File: src/rtl/contador_programa_if.sv
// contador_programa_if: control unit <-> PC stage signal bundle.
// master = control unit side, slave = contador_programa.
interface contador_programa_if #(
  parameter int LARG_END = 10
);
  logic [2:0]          desvio;
  logic                zero;
  logic                negativo;
  logic [LARG_END-1:0] imediato;
  logic [31:0]         dado_reg;
  logic                stop;
  logic                endProgram;
  logic                nextProgram;
  logic                lpc;
  logic                spc;
  logic                botao;
  logic [LARG_END-1:0] pc;
  logic [LARG_END-1:0] pc_mais_um;
  logic                sinal;
  logic                parado;
  logic [LARG_END-1:0] pc_salvo;

  modport master (
    output desvio, zero, negativo, imediato, dado_reg,
    output stop, endProgram, nextProgram, lpc, spc, botao,
    input  pc, pc_mais_um, sinal, parado, pc_salvo
  );

  modport slave (
    input  desvio, zero, negativo, imediato, dado_reg,
    input  stop, endProgram, nextProgram, lpc, spc, botao,
    output pc, pc_mais_um, sinal, parado, pc_salvo
  );
endinterface

File: src/rtl/contador_programa.sv
// contador_programa: PC register and fetch sequencing (run/wait/halt).
// Define CONTEXTO_EN to build the saved-context PC (spc/lpc/nextProgram).
module contador_programa #(
  parameter int LARG_END    = 10,
  parameter int END_INICIAL = 0
) (
  input logic                clock,
  input logic                reset,
  contador_programa_if.slave bus
);
  typedef enum logic [1:0] {
    EXECUTA,
    ESPERA,
    PARADO
  } estado_t;

  estado_t             estado, estado_nx;
  logic [LARG_END-1:0] pc_q, pc_nx;
  logic [LARG_END-1:0] mais_um;
  logic [LARG_END-1:0] salvo;
  logic [LARG_END-1:0] dado_lo;
  logic                sinal_q, sinal_nx;
  logic [2:0]          sinc;
  logic                subida;
  logic                tomado;
  logic                ctx_next, ctx_lpc, ctx_spc;
  logic                unused_dado;

  assign mais_um        = pc_q + LARG_END'(1);
  assign dado_lo        = bus.dado_reg[LARG_END-1:0];
  assign unused_dado    = ^bus.dado_reg;
  assign bus.pc         = pc_q;
  assign bus.pc_mais_um = mais_um;
  assign bus.sinal      = sinal_q;
  assign bus.parado     = (estado == PARADO);

  // sinc[1:0] synchronise botao, sinc[2] is the edge-detect history
  assign subida = sinc[1] & ~sinc[2];

`ifdef CONTEXTO_EN
  logic [LARG_END-1:0] salvo_q;

  assign ctx_next     = bus.nextProgram;
  assign ctx_lpc      = bus.lpc;
  assign ctx_spc      = bus.spc;
  assign salvo        = salvo_q;
  assign bus.pc_salvo = salvo_q;

  always_ff @(posedge clock or negedge reset) begin
    if (!reset)
      salvo_q <= '0;
    else if (estado == EXECUTA && ctx_spc)
      salvo_q <= mais_um;
  end
`else
  logic unused_ctx;

  assign unused_ctx   = bus.spc ^ bus.lpc ^ bus.nextProgram;
  assign ctx_next     = 1'b0;
  assign ctx_lpc      = 1'b0;
  assign ctx_spc      = 1'b0;
  assign salvo        = '0;
  assign bus.pc_salvo = '0;
`endif

  always_ff @(posedge clock or negedge reset) begin
    if (!reset) begin
      estado  <= EXECUTA;
      pc_q    <= LARG_END'(END_INICIAL);
      sinal_q <= 1'b0;
      sinc    <= '0;
    end else begin
      estado  <= estado_nx;
      pc_q    <= pc_nx;
      sinal_q <= sinal_nx;
      sinc    <= {sinc[1:0], bus.botao};
    end
  end

  always_comb begin
    tomado = 1'b0;
    unique case (bus.desvio)
      3'b001:  tomado = 1'b1;
      3'b010:  tomado = bus.zero;
      3'b100:  tomado = ~bus.zero;
      3'b101:  tomado = bus.negativo;
      3'b110:  tomado = bus.negativo | bus.zero;
      default: tomado = 1'b0;
    endcase
  end

  always_comb begin
    estado_nx = estado;
    pc_nx     = pc_q;
    sinal_nx  = 1'b0;
    unique case (estado)
      EXECUTA: begin
        if (bus.endProgram)
          estado_nx = PARADO;
        else if (bus.stop)
          estado_nx = ESPERA;
        else if (ctx_next)
          pc_nx = salvo;
        else if (ctx_lpc)
          pc_nx = dado_lo;
        else if (bus.desvio == 3'b011)
          pc_nx = dado_lo;
        else if (tomado)
          pc_nx = bus.imediato;
        else
          pc_nx = mais_um;
      end
      ESPERA: begin
        if (subida) begin
          sinal_nx  = 1'b1;
          estado_nx = EXECUTA;
        end
      end
      PARADO:  estado_nx = PARADO;
      default: estado_nx = EXECUTA;
    endcase
  end
endmodule

File: src/flat_wrapper.sv
// flat-port wrapper written by rule: the top's interface ports become plain ports
module contador_programa_flat 
#(
  parameter int LARG_END    = 10,
  parameter int END_INICIAL = 0
)
  (clock, reset, bus_desvio, bus_zero, bus_negativo, bus_imediato, bus_dado_reg, bus_stop, bus_endProgram, bus_nextProgram, bus_lpc, bus_spc, bus_botao, bus_pc, bus_pc_mais_um, bus_sinal, bus_parado, bus_pc_salvo);
  contador_programa_if #(.LARG_END(LARG_END)) bus_i ();
  input logic clock;
  input logic reset;
  input wire logic [$bits(bus_i.desvio)-1:0] bus_desvio;
  input wire logic [$bits(bus_i.zero)-1:0] bus_zero;
  input wire logic [$bits(bus_i.negativo)-1:0] bus_negativo;
  input wire logic [$bits(bus_i.imediato)-1:0] bus_imediato;
  input wire logic [$bits(bus_i.dado_reg)-1:0] bus_dado_reg;
  input wire logic [$bits(bus_i.stop)-1:0] bus_stop;
  input wire logic [$bits(bus_i.endProgram)-1:0] bus_endProgram;
  input wire logic [$bits(bus_i.nextProgram)-1:0] bus_nextProgram;
  input wire logic [$bits(bus_i.lpc)-1:0] bus_lpc;
  input wire logic [$bits(bus_i.spc)-1:0] bus_spc;
  input wire logic [$bits(bus_i.botao)-1:0] bus_botao;
  output wire logic [$bits(bus_i.pc)-1:0] bus_pc;
  output wire logic [$bits(bus_i.pc_mais_um)-1:0] bus_pc_mais_um;
  output wire logic [$bits(bus_i.sinal)-1:0] bus_sinal;
  output wire logic [$bits(bus_i.parado)-1:0] bus_parado;
  output wire logic [$bits(bus_i.pc_salvo)-1:0] bus_pc_salvo;
  assign bus_i.desvio = bus_desvio;
  assign bus_i.zero = bus_zero;
  assign bus_i.negativo = bus_negativo;
  assign bus_i.imediato = bus_imediato;
  assign bus_i.dado_reg = bus_dado_reg;
  assign bus_i.stop = bus_stop;
  assign bus_i.endProgram = bus_endProgram;
  assign bus_i.nextProgram = bus_nextProgram;
  assign bus_i.lpc = bus_lpc;
  assign bus_i.spc = bus_spc;
  assign bus_i.botao = bus_botao;
  assign bus_pc = bus_i.pc;
  assign bus_pc_mais_um = bus_i.pc_mais_um;
  assign bus_sinal = bus_i.sinal;
  assign bus_parado = bus_i.parado;
  assign bus_pc_salvo = bus_i.pc_salvo;
  contador_programa #(.LARG_END(LARG_END), .END_INICIAL(END_INICIAL)) u_core (.clock(clock), .reset(reset), .bus(bus_i));
endmodule
File: config.mk
export PLATFORM = sky130hd
export DESIGN_NAME = contador_programa_flat
export DESIGN_NICKNAME = d
export VERILOG_FILES = /design/src/rtl/contador_programa_if.sv /design/src/rtl/contador_programa.sv /design/src/flat_wrapper.sv
export SDC_FILE = /design/constraint.sdc
export NUM_CORES = 1
export LEC_CHECK = 0
export ABC_AREA = 1
export BUFFER_PORTS_ARGS = -buffer_cell sky130_fd_sc_hd__buf_2
export CORE_MARGIN = 1
export CORE_UTILIZATION = 45
export CTS_CLUSTER_DIAMETER = 100
export DETAILED_ROUTE_END_ITERATION = 6
export MAX_ROUTING_LAYER = met4
export PLACE_DENSITY = 0.94
export SLEW_MARGIN = 20
export SYNTH_ARGS = -nofsm -noshare
export SYNTH_HDL_FRONTEND = slang
export SYNTH_SLANG_ARGS = --single-unit
File: constraint.sdc
create_clock -name clock -period 3.6 [get_ports clock]
set_input_delay 0.36 -clock clock [delete_from_list [all_inputs] [get_ports clock]]
set_output_delay 0.36 -clock clock [all_outputs]
set_load 0.01 [all_outputs]
==> flow_summary.json, run 1 <==
{
  "synth_top_flop_cell": "dfrtp_1",
  "cts_buffer_depth": 2,
  "yosysMostFrequentCell": "nand2_1",
  "power_density_nw_per_um2": 658.9,
  "fmax_ghz": 0.4980,
  "layout_min_cycle_time_ns": 2.008,
  "setup_viol": 0,
  "wl_um": 3041,
  "synth_cell_type_count": 24,
  "syn-cell-area_um2": 1265,
  "port-buffer-count": 51,
  "gr-total-overflow": 0,
  "clock-sinks": 16,
  "r2r-end": "u_core.bus.pc[8]",
  "wire_per_inst_um": 11.39,
  "synth-edff-count": 0,
  "crit_type": "reg -> out",
  "status": "finished clean",
  "grt_max_degree": 17,
  "syn_inst": 185,
  "die_h_um": 55.02,
  "ant_nets": 0,
  "drive_gt1_share_pct": 29.54,
  "drv_cap": 0,
  "r2r_slack_ns": 2.04,
  "rows": 18,
  "cts_buffers": 3,
  "synth.area.top_cells": "dfrtp_1, nand2_1, inv_1",
  "final_cell_area_um2": 1533,
  "yosys.area.top_type": "dfrtp_1",
  "regArea_um2": 400.4,
  "synth-seq-cells": 16,
  "grt_pass1_vias": 1089,
  "drv_slew": 0,
  "cts_root_buf": "clkbuf_4",
  "multi_input_area_um2": 673.1,
  "gp_congestion": 0.8403,
  "required_ns": 3.24,
  "setup_ws_ns": 1.592,
  "antenna_found_initial": 0,
  "skew_ns": 0.009571,
  "drtIter0Drc": 58,
  "grt_pass1_wl_um": 4754,
  "ys_seq_area_share_pct": 31.65,
  "worstPathArrival_ns": 1.65,
  "grtUsageTotal_pct": 23.32,
  "reg2reg_from": "u_core.bus.pc[0]",
  "num_vias": 1333,
  "htreeDepth": 1,
  "drcViolationCount": 0,
  "die-area_um2": 3027,
  "cts_tree": "built",
  "postCtsSetupRepairBufs": 0,
  "synthArstFlopShare_pct": 100.0,
  "fin_nets": 294,
  "synth_top_cell_area_share_pct": 31.65,
  "cp-start-kind": "flip-flop",
  "place_ws_ns": 1.935,
  "tns_ns": 0,
  "ios": 87,
  "area_growth_pct": 21.17,
  "rr_worst_depth": 10,
  "hold_path_class": "in -> reg",
  "start_util_pct": 49.27,
  "p_leak_nw": 0.9088,
  "dpl.hpwl_um": 2359,
  "timing.critical_path.to": "bus_pc_mais_um[8]",
  "min_period_over_period_pct": 55.78,
  "first_pass_iters": 4,
  "rsz0062_at_grt": "no",
  "syn_area_per_cell_um2": 6.838,
  "worstSkewPairLatency_ns": 0.30,
  "place_area_um2": 1486,
  "cp_max_fo": 6,
  "vdd_drop_max_v": 0.0004816,
  "via_per_inst": 4.993,
  "synth_commonest_cells": "nand2_1, inv_1, nor2_1",
  "end_kind": "primary output",
  "dieWidth_um": 55.02,
  "clk_pin_slew_worst_paths_ns": 0.10,
  "nFillCells": 255,
  "diodes": 0,
  "coreArea_um2": 2567,
  "final_util_pct": 59.70,
  "crit_start": "u_core.bus.pc[0]",
  "hold_viol_final": 0,
  "ys.warnings.count": 0
}
==> per-layer routing <==
| layer | up-vias | share of wire [%] | GRT usage (%) |
|---|---|---|---|
| met3 | 5 | 7.4 | 3.552 |
| met5 | - | 0 | - |
| met2 | 57 | 48 | 38.76 |
| met1 | 593 | 43 | 28.96 |
| met4 | 0 | 1.4 | 7.500 |
| li1 | 678 | - | - |
==> sequential cells by signal, summed over array words and instances, names as in the netlist <==
name and count:
u_core.bus.pc 10, u_core.bus.sinal 1, u_core.estado 2, u_core.sinc 3
==> cells by family after synthesis <==
family | count (synthesis) | share of synthesized area, %
buf+inv | 45 | 17.80
simple gates | 99 | 38.87
xor+xnor | 1 | 0.6925
fa+ha+maj | 1 | 0.9890
compound gates | 22 | 9.694
flops | 16 | 31.65
other cells | 1 | 0.2965
==> report_power, final <==
part | internal, mW | total, mW | switching (mW)
sequential | 0.241 | 0.336 | 0.0946
combinational | 0.221 | 0.551 | 0.330
clock | 0.0616 | 0.123 | 0.0616
==> cell type report <==
class / instances / share of cell area, %
inverters: 32 / 7.837
flip-flops and latches: 16 / 26.12
clock buffers: 4 / 2.367
repair buffers: 52 / 17.31
well taps: 30 / 2.449
multi-input cells: 133 / 43.92
==> layout by cell type, fill, tap and decap left out, drive strengths merged, types with 4 or more instances in the layout <==
cell type  synthesis  layout
buf               12      51
nand2             49      49
inv               32      32
nor2              20      20
nand3             18      18
dfrtp             16      16
a21oi             15      15
nand4             11      11
conb               1      10
o21ai              5       5
clkbuf             1       4
==> stage by stage <==
stage / hold WS [ns] / power (mW) / cells
4_1_cts: 0.1653 / 1.012 / 267
6_report: 0.1690 / 1.010 / 267
3_5_place_dp: 0.2983 / 0.8870 / 262
3_3_place_gp: 0.2898 / 0.8662 / 262
2_1_floorplan: 0.06441 / 0.6869 / 194
5_1_grt: 0.1552 / 1.113 / 267
==> worst max-delay path, cell delays in order (launching register included) <==
cell and delay (ns):
dfrtp_1 0.46, ha_1 0.28, inv_1 0.09, nor2_1 0.18
nand3_1 0.09, nand2_1 0.06, nand2_1 0.06, buf_2 0.14
==> timing repair <==
action                                 4_1_cts  5_1_grt
endpoints found under the hold margin       16        0
gates resized for setup                      0        0
hold buffers                                 1        0
==> how the worst min path moves through the flow <==
| stage | start | endpoint | depth (start not counted) |
|---|---|---|---|
| 2_1_floorplan | reset | u_core.bus.pc[0] | 0 |
| 3_3_place_gp | reset | u_core.bus.pc[7] | 1 |
| 3_5_place_dp | reset | u_core.bus.pc[7] | 1 |
| 4_1_cts | bus_botao | u_core.sinc[0] | 1 |
| 5_1_grt | bus_botao | u_core.sinc[0] | 1 |
| 6_report | bus_botao | u_core.sinc[0] | 1 |
Note: power is estimated with default switching activity, not from simulation.
==> run 2, diff against run 1 <==
--- a/config.mk
+++ b/config.mk
@@ -8,11 +8,11 @@
 export ABC_AREA = 1
 export BUFFER_PORTS_ARGS = -buffer_cell sky130_fd_sc_hd__buf_2
 export CORE_MARGIN = 1
-export CORE_UTILIZATION = 45
+export CORE_UTILIZATION = 41
 export CTS_CLUSTER_DIAMETER = 100
 export DETAILED_ROUTE_END_ITERATION = 6
 export MAX_ROUTING_LAYER = met4
-export PLACE_DENSITY = 0.94
+export PLACE_DENSITY = 0.88
 export SLEW_MARGIN = 20
 export SYNTH_ARGS = -nofsm -noshare
 export SYNTH_HDL_FRONTEND = slang
==> constraint.sdc (replaced) <==
create_clock -name clock -period 1.95 [get_ports clock]
set_input_delay 0.195 -clock clock [delete_from_list [all_inputs] [get_ports clock]]
set_output_delay 0.195 -clock clock [all_outputs]
set_load 0.01 [all_outputs]
==> run 2 against run 1 <==
Clock power rose by 86%. Combinational power rose by 87%. Cell area rose by 0.90%. Critical endpoint unchanged. Sequential power rose by 83%. Critical path type unchanged. Wire length rose by 3.5%. Register-to-register slack got worse by 1.6 ns. Count of clock-buffer cells in the layout did not move. The run now ends with design-rule violations left. First-iteration DRC count rose by 79%. Non-clock buffer count rose by 1. Total power rose by 86%. Hold slack got worse by 0.013 ns.
==> flow_summary.json, run 2 (same netlist as run 1, synthesis figures left out) <==
{
  "whs_path_depth": 3,
  "violations": "design-rule violations",
  "setup_viol": 0,
  "seq_power_share_pct": 32.7,
  "tns_ns": 0,
  "drcViolationCount": 5,
  "cts_tree": "built",
  "hold_ws_ns": 0.1559,
  "final_cell_mix": "buf_2, nand2_1, inv_1, nor2_1, dfrtp_1",
  "drv_slew": 0,
  "dieWidth_um": 57.55,
  "via_per_inst": 5.063,
  "cp-start-kind": "flip-flop",
  "crit_type": "reg -> out",
  "dpl.hpwl_um": 2400,
  "clock-sinks": 16,
  "cts_buffer_depth": 2,
  "cts_root_buf": "clkbuf_4",
  "die-area_um2": 3311,
  "fmax_ghz": 0.5609,
  "cp_max_fo": 6,
  "wl_um": 3146,
  "gp_congestion": 0.8368,
  "mostFrequentLayoutCell": "buf_2",
  "rsz0062_at_grt": "no",
  "setup_ws_ns": 0.1672,
  "internal-power_mw": 0.9737,
  "ios": 87,
  "status": "finished, violations left",
  "htreeDepth": 1,
  "worst_pin_slew_ns": 0.5077,
  "antenna_found_initial": 0,
  "min_period_over_period_pct": 91.43,
  "hold_viol_final": 0,
  "drtIter0Drc": 104,
  "grtUsageTotal_pct": 20.41,
  "hold_path_class": "in -> reg",
  "drive_gt1_share_pct": 29.83,
  "dp_cells": 263,
  "diodes": 0,
  "ant_nets": 0,
  "rr_worst_depth": 10,
  "vdd_drop_max_v": 0.0007032,
  "wire_per_inst_um": 11.70,
  "rows": 19,
  "start_util_pct": 44.71,
  "p_sw_share_pct": 48.07,
  "drv_cap": 0,
  "power_density_nw_per_um2": 1212,
  "maxSlewHeadroom_pct": 66.07,
  "area_growth_pct": 22.25,
  "worstPathArrival_ns": 1.59,
  "p_leak_nw": 0.9113,
  "gr-total-overflow": 0,
  "fin_nets": 295,
  "num_vias": 1362,
  "required_ns": 1.75,
  "port-buffer-count": 51,
  "grt_pass1_wl_um": 4954,
  "layout_min_cycle_time_ns": 1.783,
  "place_ws_ns": 0.4372,
  "cts_buffers": 3,
  "grt_pass1_vias": 1107,
  "largest_reg_flops": 10,
  "clk_pin_slew_worst_paths_ns": 0.11,
  "power_frac_comb_pct": 55.0,
  "clockPowerShare_pct": 12.2,
  "end_kind": "primary output",
  "worstSkewPairLatency_ns": 0.30,
  "skew_ns": 0.01171,
  "fin_cells": 269,
  "final_util_pct": 54.67,
  "die_h_um": 57.55,
  "coreArea_um2": 2829,
  "grt_max_degree": 17,
  "p_switching_mw": 0.9014,
  "first_pass_iters": 6
}
run 2: cell types whose count changed in the layout (fill, tap and decap cells not counted):
cell and change:
ha_1 -1, dlygate4sd3_1 +1, ha_2 +1
run 2: cell type report:
class,instances,area (um2)
well taps,31,38.79
flip-flops and latches,16,400.4
fillers,284,1282
inverters,32,120.1
repair buffers,53,275.3
clock buffers,4,36.28
multi-input cells,133,675.6
run 2: metrics by stage:
| stage | instance area [um2] | power [mW] |
|---|---|---|
| after floorplan | 1299 | 1.268 |
| after global placement | 1488 | 1.604 |
| after detailed placement | 1488 | 1.644 |
| after CTS | 1544 | 1.877 |
| after global routing | 1546 | 2.037 |
| final | 1546 | 1.875 |
run 2: critical path: stages, from the launching register on:
cell and delay (ns):
dfrtp_1 0.45, ha_2 0.26, inv_1 0.07, nor2_1 0.16, nand3_1 0.09, nand2_1 0.06
nand2_1 0.05, buf_2 0.14
run 2: path summary, 6_finish.rpt:
| kind | to | slack, ns | from |
|---|---|---|---|
| worst max-delay path | bus_pc_mais_um[8] | 0.17 | u_core.bus.pc[0] |
| worst min-delay path | u_core.estado[1] | 0.16 | bus_endProgram |
| worst max register to register | u_core.bus.pc[8] | 0.46 | u_core.bus.pc[0] |
| worst min register to register | u_core.sinc[1] | 0.36 | u_core.sinc[0] |
| max in group asynchronous | u_core.bus.pc[2] | 1.34 | reset |
| min in group asynchronous | u_core.bus.pc[5] | 0.33 | reset |
run 2: power groups by stage:
stage / Combinational, mW / Clock (mW) / Sequential, mW
6_report: 1.03 / 0.229 / 0.614
3_3_place_gp: 0.994 / 0 / 0.610
3_5_place_dp: 1.03 / 0 / 0.617
4_1_cts: 1.03 / 0.232 / 0.610
2_1_floorplan: 0.635 / 0 / 0.633
5_1_grt: 1.15 / 0.247 / 0.638
run 2: what timing repair did:
| action | in CTS | in global routing |
|---|---|---|
| hold endpoints to repair | 17 | 0 |
| hold buffers | 2 | 0 |
| setup endpoints to repair | 0 | 2 |
| gates resized for setup | 0 | 1 |
| buffers inserted | 0 | 0 |
run 2: routing by layer:
layer	up-vias	track usage, %	wire length [um]
met5	-	-	0
met4	0	8.711	63
met3	7	2.041	220
met2	60	34.22	1621
met1	619	24.89	1241
li1	676	-	-
